File: src/rtl/coarse_read_counter_if.sv
`default_nettype none
// ============================================================================
// Interface : coarse_read_counter_if
// Brief     : Bundle of the coarse-loop handshake signals. The master side
//             drives the analog status and fine pulses and reads back the
//             counter. The slave side is the read counter itself.
// Revision  : 1.0  initial release
// ============================================================================
interface coarse_read_counter_if;
   logic        tlc1;      // coarse Schmitt error, asynchronous
   logic        adhi;      // ambiguity detect, asynchronous
   logic        dir;       // slew direction, 1 = up
   logic        fine_up;   // +1 LSB pulse
   logic        fine_dn;   // -1 LSB pulse
   logic [15:0] angle;     // read counter
   logic [11:0] dc_n;      // active-low coarse switch selects
   logic        step_up;   // counter incremented last edge
   logic        step_dn;   // counter decremented last edge
   logic        step_crs;  // last step was a coarse step
   logic        slewing;   // coarse slew in progress

   modport master (
      output tlc1, adhi, dir, fine_up, fine_dn,
      input  angle, dc_n, step_up, step_dn, step_crs, slewing
   );

   modport slave (
      input  tlc1, adhi, dir, fine_up, fine_dn,
      output angle, dc_n, step_up, step_dn, step_crs, slewing
   );
endinterface
`default_nettype wire

File: src/rtl/coarse_read_counter.sv
`default_nettype none
// ============================================================================
// Module   : coarse_read_counter
// Brief    : Digital side of the CDU coarse loop. Owns the 16-bit read
//            counter (2^16 = 360 deg) and follows fine up/down pulses. While
//            the coarse error persists it slews the counter in 2^9-LSB steps
//            and waits for the coarse ladder to settle between steps. It
//            also decodes the counter into the active-low switch selects.
// Revision : 1.0  initial release
// ============================================================================
module coarse_read_counter #(
   parameter int DEBOUNCE = 4,   // consecutive synced error cycles before slewing
   parameter int SETTLE   = 8    // wait cycles after each coarse step
) (
   input  wire logic            clk,
   input  wire logic            rst,
   coarse_read_counter_if.slave bus
);

   localparam int QW = $clog2(DEBOUNCE + 2);
   localparam int TW = $clog2(SETTLE + 2);
   localparam logic [QW-1:0] c_debounce = QW'(DEBOUNCE);
   localparam logic [TW-1:0] c_settle   = TW'(SETTLE);
   localparam logic [15:0]   c_coarse   = 16'h0200;
   localparam logic [11:0]   c_dc_rst   = 12'hEBE;   // decode of angle 0

   typedef enum logic [1:0] {
      ST_TRACK  = 2'd0,
      ST_QUAL   = 2'd1,
      ST_SLEW   = 2'd2,
      ST_SETTLE = 2'd3
   } state_t;

   // Synchronisers
   logic r_tlc1_m, r_tlc1_s;
   logic r_adhi_m, r_adhi_s;

   // Core state
   state_t          r_state, w_state_nx;
   logic [QW-1:0]   r_qcnt,  w_qcnt_nx;
   logic [TW-1:0]   r_tmr,   w_tmr_nx;
   logic [15:0]     r_angle, w_angle_nx;
   logic            w_inc, w_dec, w_crs;

   // Outputs
   logic            r_step_up, r_step_dn, r_step_crs;
   logic [11:0]     r_dc_n, w_dc_n;
   logic [7:0]      w_oct_low;

   logic            w_fine_inc, w_fine_dec;
   logic [QW-1:0]   w_qcnt_inc;

   // Opposing fine pulses in the same cycle cancel.
   assign w_fine_inc = bus.fine_up & ~bus.fine_dn;
   assign w_fine_dec = bus.fine_dn & ~bus.fine_up;
   assign w_qcnt_inc = r_qcnt + 1'b1;

   // Two-flop synchronisers for the asynchronous analog status lines.
   always_ff @(posedge clk) begin
      if (rst) begin
         r_tlc1_m <= 1'b0;
         r_tlc1_s <= 1'b0;
         r_adhi_m <= 1'b0;
         r_adhi_s <= 1'b0;
      end else begin
         r_tlc1_m <= bus.tlc1;
         r_tlc1_s <= r_tlc1_m;
         r_adhi_m <= bus.adhi;
         r_adhi_s <= r_adhi_m;
      end
   end

   // Next-state, counter update and step qualifiers.
   always_comb begin
      w_state_nx = r_state;
      w_qcnt_nx  = r_qcnt;
      w_tmr_nx   = r_tmr;
      w_angle_nx = r_angle;
      w_inc      = 1'b0;
      w_dec      = 1'b0;
      w_crs      = 1'b0;

      // Fine tracking continues while the coarse error is being qualified.
      if ((r_state == ST_TRACK) || (r_state == ST_QUAL)) begin
         if (w_fine_inc) begin
            w_angle_nx = r_angle + 16'd1;
            w_inc      = 1'b1;
         end else if (w_fine_dec) begin
            w_angle_nx = r_angle - 16'd1;
            w_dec      = 1'b1;
         end
      end

      case (r_state)
         ST_TRACK: begin
            if (r_tlc1_s) begin
               w_qcnt_nx  = QW'(1);
               w_state_nx = (DEBOUNCE <= 1) ? ST_SLEW : ST_QUAL;
            end
         end
         ST_QUAL: begin
            if (!r_tlc1_s) begin
               w_qcnt_nx  = '0;
               w_state_nx = ST_TRACK;
            end else if (w_qcnt_inc >= c_debounce) begin
               w_qcnt_nx  = '0;
               w_state_nx = ST_SLEW;
            end else begin
               w_qcnt_nx  = w_qcnt_inc;
            end
         end
         ST_SLEW: begin
            // Ambiguity detect overrides the phase detector and forces up.
            if (r_adhi_s || bus.dir) begin
               w_angle_nx = r_angle + c_coarse;
               w_inc      = 1'b1;
            end else begin
               w_angle_nx = r_angle - c_coarse;
               w_dec      = 1'b1;
            end
            w_crs      = 1'b1;
            w_qcnt_nx  = '0;
            w_tmr_nx   = c_settle;
            w_state_nx = ST_SETTLE;
         end
         ST_SETTLE: begin
            if (r_tmr <= TW'(1)) begin
               w_tmr_nx   = '0;
               w_state_nx = r_tlc1_s ? ST_SLEW : ST_TRACK;
            end else begin
               w_tmr_nx   = r_tmr - 1'b1;
            end
         end
         default: begin
            w_state_nx = ST_TRACK;
         end
      endcase
   end

   // State, counters and read counter registers.
   always_ff @(posedge clk) begin
      if (rst) begin
         r_state <= ST_TRACK;
         r_qcnt  <= '0;
         r_tmr   <= '0;
         r_angle <= 16'h0000;
      end else begin
         r_state <= w_state_nx;
         r_qcnt  <= w_qcnt_nx;
         r_tmr   <= w_tmr_nx;
         r_angle <= w_angle_nx;
      end
   end

   // Octant decode: each octant pulls exactly two of DC1..DC8 low (bit i-1 = DCi).
   always_comb begin
      w_oct_low = 8'h00;
      case (r_angle[15:13])
         3'd0:    w_oct_low = 8'h41;   // DC1, DC7
         3'd1:    w_oct_low = 8'h82;   // DC2, DC8
         3'd2:    w_oct_low = 8'h88;   // DC4, DC8
         3'd3:    w_oct_low = 8'h44;   // DC3, DC7
         3'd4:    w_oct_low = 8'h14;   // DC3, DC5
         3'd5:    w_oct_low = 8'h28;   // DC4, DC6
         3'd6:    w_oct_low = 8'h22;   // DC2, DC6
         default: w_oct_low = 8'h11;   // DC1, DC5
      endcase
      w_dc_n = ~{r_angle[9], r_angle[10], r_angle[11], ~r_angle[12], w_oct_low};
   end

   // Registered step pulses and switch selects.
   always_ff @(posedge clk) begin
      if (rst) begin
         r_step_up  <= 1'b0;
         r_step_dn  <= 1'b0;
         r_step_crs <= 1'b0;
         r_dc_n     <= c_dc_rst;
      end else begin
         r_step_up  <= w_inc;
         r_step_dn  <= w_dec;
         r_step_crs <= w_crs;
         r_dc_n     <= w_dc_n;
      end
   end

   assign bus.angle    = r_angle;
   assign bus.dc_n     = r_dc_n;
   assign bus.step_up  = r_step_up;
   assign bus.step_dn  = r_step_dn;
   assign bus.step_crs = r_step_crs;
   assign bus.slewing  = (r_state == ST_SLEW) || (r_state == ST_SETTLE);

endmodule
`default_nettype wire

File: src/flat_wrapper.sv
// flat-port wrapper written by rule: the top's interface ports become plain ports
module coarse_read_counter_flat 
#(
   parameter int DEBOUNCE = 4,                                                    
   parameter int SETTLE   = 8                                         
)
  (clk, rst, bus_tlc1, bus_adhi, bus_dir, bus_fine_up, bus_fine_dn, bus_angle, bus_dc_n, bus_step_up, bus_step_dn, bus_step_crs, bus_slewing);
  coarse_read_counter_if bus_i ();
  input  wire logic clk;
  input  wire logic rst;
  input wire logic [$bits(bus_i.tlc1)-1:0] bus_tlc1;
  input wire logic [$bits(bus_i.adhi)-1:0] bus_adhi;
  input wire logic [$bits(bus_i.dir)-1:0] bus_dir;
  input wire logic [$bits(bus_i.fine_up)-1:0] bus_fine_up;
  input wire logic [$bits(bus_i.fine_dn)-1:0] bus_fine_dn;
  output wire logic [$bits(bus_i.angle)-1:0] bus_angle;
  output wire logic [$bits(bus_i.dc_n)-1:0] bus_dc_n;
  output wire logic [$bits(bus_i.step_up)-1:0] bus_step_up;
  output wire logic [$bits(bus_i.step_dn)-1:0] bus_step_dn;
  output wire logic [$bits(bus_i.step_crs)-1:0] bus_step_crs;
  output wire logic [$bits(bus_i.slewing)-1:0] bus_slewing;
  assign bus_i.tlc1 = bus_tlc1;
  assign bus_i.adhi = bus_adhi;
  assign bus_i.dir = bus_dir;
  assign bus_i.fine_up = bus_fine_up;
  assign bus_i.fine_dn = bus_fine_dn;
  assign bus_angle = bus_i.angle;
  assign bus_dc_n = bus_i.dc_n;
  assign bus_step_up = bus_i.step_up;
  assign bus_step_dn = bus_i.step_dn;
  assign bus_step_crs = bus_i.step_crs;
  assign bus_slewing = bus_i.slewing;
  coarse_read_counter #(.DEBOUNCE(DEBOUNCE), .SETTLE(SETTLE)) u_core (.clk(clk), .rst(rst), .bus(bus_i));
endmodule
File: config.mk
export PLATFORM = sky130hd
export DESIGN_NAME = coarse_read_counter_flat
export DESIGN_NICKNAME = d
export VERILOG_FILES = /design/src/rtl/coarse_read_counter_if.sv /design/src/rtl/coarse_read_counter.sv /design/src/flat_wrapper.sv
export SDC_FILE = /design/constraint.sdc
export NUM_CORES = 1
export LEC_CHECK = 0
export BUFFER_PORTS_ARGS = -buffer_cell sky130_fd_sc_hd__buf_2
export CAP_MARGIN = 20
export CORE_MARGIN = 2
export CORE_UTILIZATION = 57
export DETAILED_ROUTE_END_ITERATION = 12
export PLACE_DENSITY = 0.76
export SLEW_MARGIN = 20
export SYNTH_ARGS = -nofsm -noshare
export SYNTH_HDL_FRONTEND = slang
export SYNTH_SLANG_ARGS = --single-unit
File: constraint.sdc
create_clock -name clk -period 3.5 [get_ports clk]
set_input_delay 0.175 -clock clk [delete_from_list [all_inputs] [get_ports clk]]
set_output_delay 0.175 -clock clk [all_outputs]
set_load 0.01 [all_outputs]
Word-level counts from Yosys, hierarchy flattened
Cells that the tools add are included.
{"block": "op_classes", "n_lt_le_gt_ge": 2, "bitwise_logic": 6, "n_addsub": 6, "muxes": 28, "reduce_logical": 12, "eq_ne": 12}
{"op": "16-bit 2-to-1 mux", "count": 5}
{"op": "8-bit one-hot mux with 7 select lines", "count": 1}
{"op": "16-bit by 1-bit adder with 16-bit output (second input constant)", "count": 1}
{"op": "16-bit by 10-bit adder with 16-bit output (second input constant)", "count": 1}
{"op": "16-bit by 1-bit subtractor with 16-bit output (second input constant)", "count": 1}
{"op": "16-bit by 10-bit subtractor with 16-bit output (second input constant)", "count": 1}
{"op": "12-bit NOT", "count": 1}
{"op": "1-bit 2-to-1 mux", "count": 10}
{"op": "2-bit 2-to-1 mux", "count": 5}
{"op": "3-bit == test (second input constant)", "count": 3}
{"op": "3-bit 2-to-1 mux", "count": 3}
{"op": "3-bit one-hot mux with 3 select lines", "count": 1}
{"op": "2-bit one-hot mux with 4 select lines", "count": 1}
{"op": "4-bit one-hot mux with 2 select lines", "count": 1}
{"op": "3-bit by 2-bit == test with 1-bit output (second input constant)", "count": 2}
{"op": "3-bit nonzero test", "count": 2}
{"op": "2-bit == test (second input constant)", "count": 2}
{"op": "4-bit by 1-bit <= comparator with 1-bit output (second input constant)", "count": 1}
{"op": "4-bit 2-to-1 mux", "count": 1}
{"op": "2-bit by 1-bit inequality test with 1-bit output (second input constant)", "count": 2}
{"op": "2-bit AND reduction", "count": 2}
{"op": "2-bit nonzero test", "count": 2}
{"op": "4-bit by 1-bit subtractor with 4-bit output (second input constant)", "count": 1}
{"op": "3-bit by 1-bit adder with 3-bit output (second input constant)", "count": 1}
{"op": "10 further kinds", "count": 15}
{"block": "totals", "output_inout_bits": 32, "input_bits": 7, "regBits": 44, "elab_cells": 78}

Depth between registers and ports, before layout
{"block": "depth", "depth_word": 7, "mapped_depth": 11, "depth_no_buf": 10}

Worst setup path after synthesis
Ideal clock, no wire load.
{"block": "synth_path", "path_kind": "input-to-reg", "from": "input bus_fine_up", "to": "register u_core.r_angle[14] (netlist: u_core.bus.angle[14])", "slack_ps": 1093, "cell_stages": 10, "t_arrival_ps": 2275, "required_time_ps": 3368, "setup_ps": 132, "path_cell_list": "nor2b_1 > inv_1 > fa_1 > nand3_2 > a21oi_2 > o2111ai_1 > a21oi_1 > or4_1 > nand3_1 > a21oi_1"}
{"block": "synth_via", "elab_chain_len": 4, "elab_cells_between_ends": 8, "cone_classes": "mux (3); bitwise (3); reduce/logical (2)"}
{"element": "start: declaration", "line_no": "flat_wrapper.sv:14", "text": "input wire logic [$bits(bus_i.fine_up)-1:0] bus_fine_up;"}
{"element": "1-bit AND / 1-bit NOT (equally long branches)", "line_no": "coarse_read_counter.sv:54, coarse_read_counter.sv:55"}
{"element": "16-bit 2-to-1 mux / 1-bit AND (equally long branches)", "line_no": "coarse_read_counter.sv:85, coarse_read_counter.sv:55"}
{"element": "16-bit 2-to-1 mux / 3-bit nonzero test (equally long branches)"}
{"element": "16-bit 2-to-1 mux / 2-bit AND reduction (equally long branches)"}
{"element": "end signal: assignment", "line_no": "coarse_read_counter.sv:151", "text": "r_angle <= w_angle_nx;"}
{"element": "end: declaration", "line_no": "coarse_read_counter.sv:42", "text": "logic [15:0] r_angle, w_angle_nx;"}
Parallel ways exist; a longest one is shown, timed or not. The select of a mux whose other input is x is not followed.
A chain may end at the register's enable or synchronous reset.

Worst setup path in the final report
Same ends and word-level chain as after synthesis.

==> impl_metrics.xml <==
<?xml version="1.0" encoding="UTF-8"?>
<metrics>
  <group name="status">
    <metric name="run_status" unit="">complete, no violations</metric>
  </group>
  <group name="pwr">
    <metric name="power-per-cell-area" unit="nW/µm²">596</metric>
    <metric name="worst_ir_drop_vdd" unit="mV">0.268</metric>
    <metric name="design_power_total" unit="µW">1890</metric>
    <metric name="power.static_leakage" unit="µW">0.00140</metric>
  </group>
  <group name="critical_path">
    <metric name="timing.critical_path.to_type" unit="">flip-flop</metric>
    <metric name="worst_ep_arrival_time" unit="ns">2.84</metric>
    <metric name="worstPathMaxFanout" unit="">21</metric>
    <metric name="critical_path_required" unit="ns">3.66</metric>
    <metric name="worst_setup_path_start_kind" unit="">input port</metric>
    <metric name="critical_path_class" unit="">input port to flip-flop</metric>
  </group>
  <group name="synthesis">
    <metric name="synth_async_sr_flop_share" unit="%">0</metric>
    <metric name="synth.largest_area_cell" unit="">sky130_fd_sc_hd__dfxtp_1</metric>
    <metric name="synth.most_common_cell" unit="">sky130_fd_sc_hd__dfxtp_1</metric>
    <metric name="synth_sequential_area_ratio" unit="%">31.0</metric>
    <metric name="post_synth_inst_count" unit="">341</metric>
    <metric name="synth_edf_count" unit="">0</metric>
    <metric name="post_synth.cell_area_avg" unit="µm²">8.33</metric>
    <metric name="synthTopCellsByCount" unit="">sky130_fd_sc_hd__dfxtp_1, sky130_fd_sc_hd__ha_1, sky130_fd_sc_hd__a21oi_1, sky130_fd_sc_hd__nand2_1, sky130_fd_sc_hd__nor2_1</metric>
    <metric name="synth.top_cell.area_share" unit="%">31.0</metric>
    <metric name="synth_ff_type" unit="">sky130_fd_sc_hd__dfxtp_1</metric>
    <metric name="yosys-top-cells-area" unit="">sky130_fd_sc_hd__dfxtp_1, sky130_fd_sc_hd__ha_1, sky130_fd_sc_hd__a21oi_1, sky130_fd_sc_hd__nand2_1, sky130_fd_sc_hd__nor2_1</metric>
    <metric name="mappedNetlistArea" unit="µm²">2840</metric>
    <metric name="synth-seq-cells" unit="">44</metric>
    <metric name="synth.lib_cells_used.distinct" unit="">57</metric>
    <metric name="syn_nets" unit="">380</metric>
    <metric name="synthesis.yosys.warnings" unit="">0</metric>
  </group>
  <group name="timing">
    <metric name="timing.final.max_slew_violations" unit="">0</metric>
    <metric name="period_needed" unit="ns">2.68</metric>
    <metric name="fin_worst_skew" unit="ns">0.00763</metric>
    <metric name="final_hold_viol_count" unit="">0</metric>
    <metric name="timing.max_slew.rel_slack" unit="%">48.5</metric>
    <metric name="tightestPinTransition" unit="ns">0.772</metric>
    <metric name="timing.setup.tns" unit="ns">0</metric>
    <metric name="timing.fmax" unit="MHz">373</metric>
    <metric name="finalCritPeriodShare" unit="%">76.6</metric>
    <metric name="setup_viol_count_final" unit="">0</metric>
    <metric name="rsz0062_at_grt" unit="">no</metric>
  </group>
  <group name="global_route">
    <metric name="grt_use_total" unit="%">23.4</metric>
    <metric name="grt_pass1_vias" unit="">2269</metric>
    <metric name="grt_first_pass_wirelength" unit="mm">10.2</metric>
    <metric name="antenna_found_initial" unit="">0</metric>
    <metric name="grt_start_max_net_pins" unit="">43</metric>
    <metric name="grt_overflow_total" unit="">0</metric>
  </group>
  <group name="detailed_routing">
    <metric name="wl_per_cell" unit="µm">13.8</metric>
    <metric name="antenna_left" unit="">0</metric>
    <metric name="drc" unit="">0</metric>
    <metric name="vias" unit="">2471</metric>
    <metric name="firstDrtPassIters" unit="">4</metric>
    <metric name="viasPerCell" unit="">5.62</metric>
    <metric name="drt_first_iter_violations" unit="">118</metric>
    <metric name="aggregate_routed_wire_length" unit="mm">6.07</metric>
  </group>
  <group name="final_layout">
    <metric name="final_core_utilization" unit="%">66.8</metric>
    <metric name="insertedDiodeCount" unit="">0</metric>
    <metric name="area_growth_syn_to_layout" unit="%">11.9</metric>
    <metric name="drive_gt1_share" unit="%">17.2</metric>
    <metric name="layout.nets" unit="">411</metric>
    <metric name="fillers" unit="">440</metric>
  </group>
  <group name="clock_tree">
    <metric name="cts_tree" unit="">yes</metric>
    <metric name="numCtsBuffers" unit="">5</metric>
    <metric name="post_cts_resize_count" unit="">0</metric>
    <metric name="cts_setup_buffers" unit="">0</metric>
    <metric name="clkLatencyLatePin" unit="ns">0.30</metric>
    <metric name="clock_buffer_depth" unit="">2</metric>
    <metric name="cts_hold_buffers" unit="">0</metric>
    <metric name="cts_root_buffer" unit="">sky130_fd_sc_hd__clkbuf_8</metric>
    <metric name="htree_levels" unit="">2</metric>
    <metric name="path_clk_slew" unit="ns">0.09</metric>
    <metric name="numClockSinks" unit="">44</metric>
  </group>
  <group name="floorplanning">
    <metric name="dieHeight" unit="µm">74.6</metric>
    <metric name="design.portCount" unit="">39</metric>
    <metric name="placement_rows" unit="">25</metric>
    <metric name="die_w" unit="µm">74.6</metric>
    <metric name="full_die_area" unit="µm²">5560</metric>
    <metric name="initial_core_util" unit="%">59.7</metric>
    <metric name="core" unit="µm²">4750</metric>
  </group>
  <group name="min_path">
    <metric name="hold_path_class" unit="">input port to flip-flop</metric>
  </group>
  <group name="job">
    <metric name="maxCapViolations" unit="">0</metric>
  </group>
  <group name="placed_design">
    <metric name="gp_routability_congestion" unit="">0.869</metric>
    <metric name="dp_hpwl" unit="mm">4.35</metric>
    <metric name="placement.io_buffers" unit="">38</metric>
  </group>
</metrics>
==> registers in the layout (all words and copies together) (netlist names), named ones only <==
signal and cells:
u_core.r_adhi_s 1, u_core.bus.step_dn 1, u_core.r_tlc1_s 1, u_core.bus.step_crs 1, u_core.r_state 1, u_core.r_qcnt 3
u_core.r_adhi_m 1, u_core.r_tmr 4, u_core.bus.angle 16, u_core.bus.dc_n 12, u_core.bus.step_up 1, u_core.r_tlc1_m 1
==> power breakdown <==
part           leakage, µW  internal (µW)  switching (µW)  total [µW]
logic             0.000977            370             465         835
clock network    0.0000583            215             187         402
registers         0.000362            572            83.4         656
==> routing by layer <==
metal | wire [µm] | share of wire (%) | track usage [%] | vias to the layer above
li1 | - | - | - | 1284
met1 | 3030 | 50 | 31.8 | 1141
met2 | 2800 | 46 | 38.4 | 42
met3 | 193 | 3.2 | 4.07 | 4
met4 | 47 | 0.77 | 6.35 | 0
met5 | 0 | 0 | 0 | -
==> path summary, 6_finish.rpt <==
| check | startpoint | to | slack, ns | depth (start not counted) |
|---|---|---|---|---|
| setup / recovery | bus_fine_up | u_core.bus.angle[14] | 0.82 | 11 |
| hold / removal | bus_tlc1 | u_core.r_tlc1_m | 0.08 | 2 |
| setup reg to reg | u_core.r_adhi_s | u_core.bus.angle[15] | 0.95 | 9 |
| hold reg to reg | u_core.bus.angle[11] | u_core.bus.dc_n[9] | 0.45 | 1 |
==> placed cells by master (no fill, tap or decap), types with 2 or more instances in the layout <==
cell / netlist / final
sky130_fd_sc_hd__a21oi_1: 29 / 29
sky130_fd_sc_hd__nor3b_1: 3 / 3
sky130_fd_sc_hd__xnor2_1: 9 / 9
sky130_fd_sc_hd__ha_1: 30 / 30
sky130_fd_sc_hd__clkbuf_8: 0 / 5
sky130_fd_sc_hd__nand3_1: 10 / 10
sky130_fd_sc_hd__a21oi_2: 6 / 6
sky130_fd_sc_hd__nor2b_1: 14 / 14
sky130_fd_sc_hd__or3b_2: 2 / 2
sky130_fd_sc_hd__and3_1: 3 / 3
sky130_fd_sc_hd__and2_1: 2 / 2
sky130_fd_sc_hd__nand3b_1: 5 / 5
sky130_fd_sc_hd__or2_2: 2 / 2
sky130_fd_sc_hd__nand2b_1: 3 / 3
sky130_fd_sc_hd__nand3_2: 2 / 2
sky130_fd_sc_hd__dfxtp_1: 44 / 44
sky130_fd_sc_hd__o31ai_1: 4 / 4
sky130_fd_sc_hd__or3_1: 3 / 3
sky130_fd_sc_hd__buf_2: 1 / 38
sky130_fd_sc_hd__o211ai_1: 2 / 2
sky130_fd_sc_hd__a21o_1: 9 / 9
sky130_fd_sc_hd__fa_1: 2 / 2
sky130_fd_sc_hd__o21a_1: 2 / 2
sky130_fd_sc_hd__inv_1: 16 / 16
sky130_fd_sc_hd__o21ai_0: 15 / 15
sky130_fd_sc_hd__a211oi_1: 9 / 9
sky130_fd_sc_hd__xor2_1: 6 / 6
sky130_fd_sc_hd__nor4_1: 2 / 2
sky130_fd_sc_hd__nand4b_1: 3 / 3
sky130_fd_sc_hd__nor3_1: 8 / 8
sky130_fd_sc_hd__o21ai_2: 1 / 2
sky130_fd_sc_hd__o2111ai_1: 2 / 2
sky130_fd_sc_hd__nand2_1: 29 / 29
sky130_fd_sc_hd__clkinv_4: 0 / 2
sky130_fd_sc_hd__nor2_1: 29 / 29
==> stage by stage <==
step / setup slack [ns] / hold slack, ns / area [µm²] / instances
global route: 0.613 / 0.0705 / 3180 / 440
floorplan: 1.09 / 0.277 / 2840 / 341
detailed placement: 0.593 / 0.393 / 3060 / 432
global placement: 0.719 / 0.394 / 3060 / 432
finish: 0.819 / 0.0822 / 3180 / 440
CTS: 0.904 / 0.0707 / 3170 / 440
==> area by class of cell <==
type / instances / area (µm²) / area share, %
repair buffers: 38 / 190 / 5.99
well taps: 67 / 83.8 / 2.64
clock buffers: 5 / 68.8 / 2.17
inverters: 16 / 60.1 / 1.89
multi-input cells: 267 / 1840 / 58.1
flip-flops and latches: 44 / 881 / 27.7
clock inverters: 3 / 47.5 / 1.50
==> worst max-delay path: stages <==
cell	delay, ns
sky130_fd_sc_hd__buf_2	0.09
sky130_fd_sc_hd__nor2b_1	0.33
sky130_fd_sc_hd__inv_1	0.45
sky130_fd_sc_hd__ha_1	0.48
sky130_fd_sc_hd__a21oi_2	0.19
sky130_fd_sc_hd__a21oi_2	0.10
sky130_fd_sc_hd__o2111ai_1	0.25
sky130_fd_sc_hd__a21oi_1	0.13
sky130_fd_sc_hd__or4_1	0.48
sky130_fd_sc_hd__nand3_1	0.10
sky130_fd_sc_hd__a21oi_1	0.07
==> cells by family after synthesis <==
logic type,after synthesis,synth area share [%]
adders and majority gates,32,14.6
muxes,1,0.397
buffers and inverters,30,4.14
and+or+nand+nor,125,22.8
AOI/OAI and AO/OA,94,22.3
DFF,44,31.0
xor gates and xnor gates,15,4.63
No activity file was read; power rests on OpenSTA's default activity.
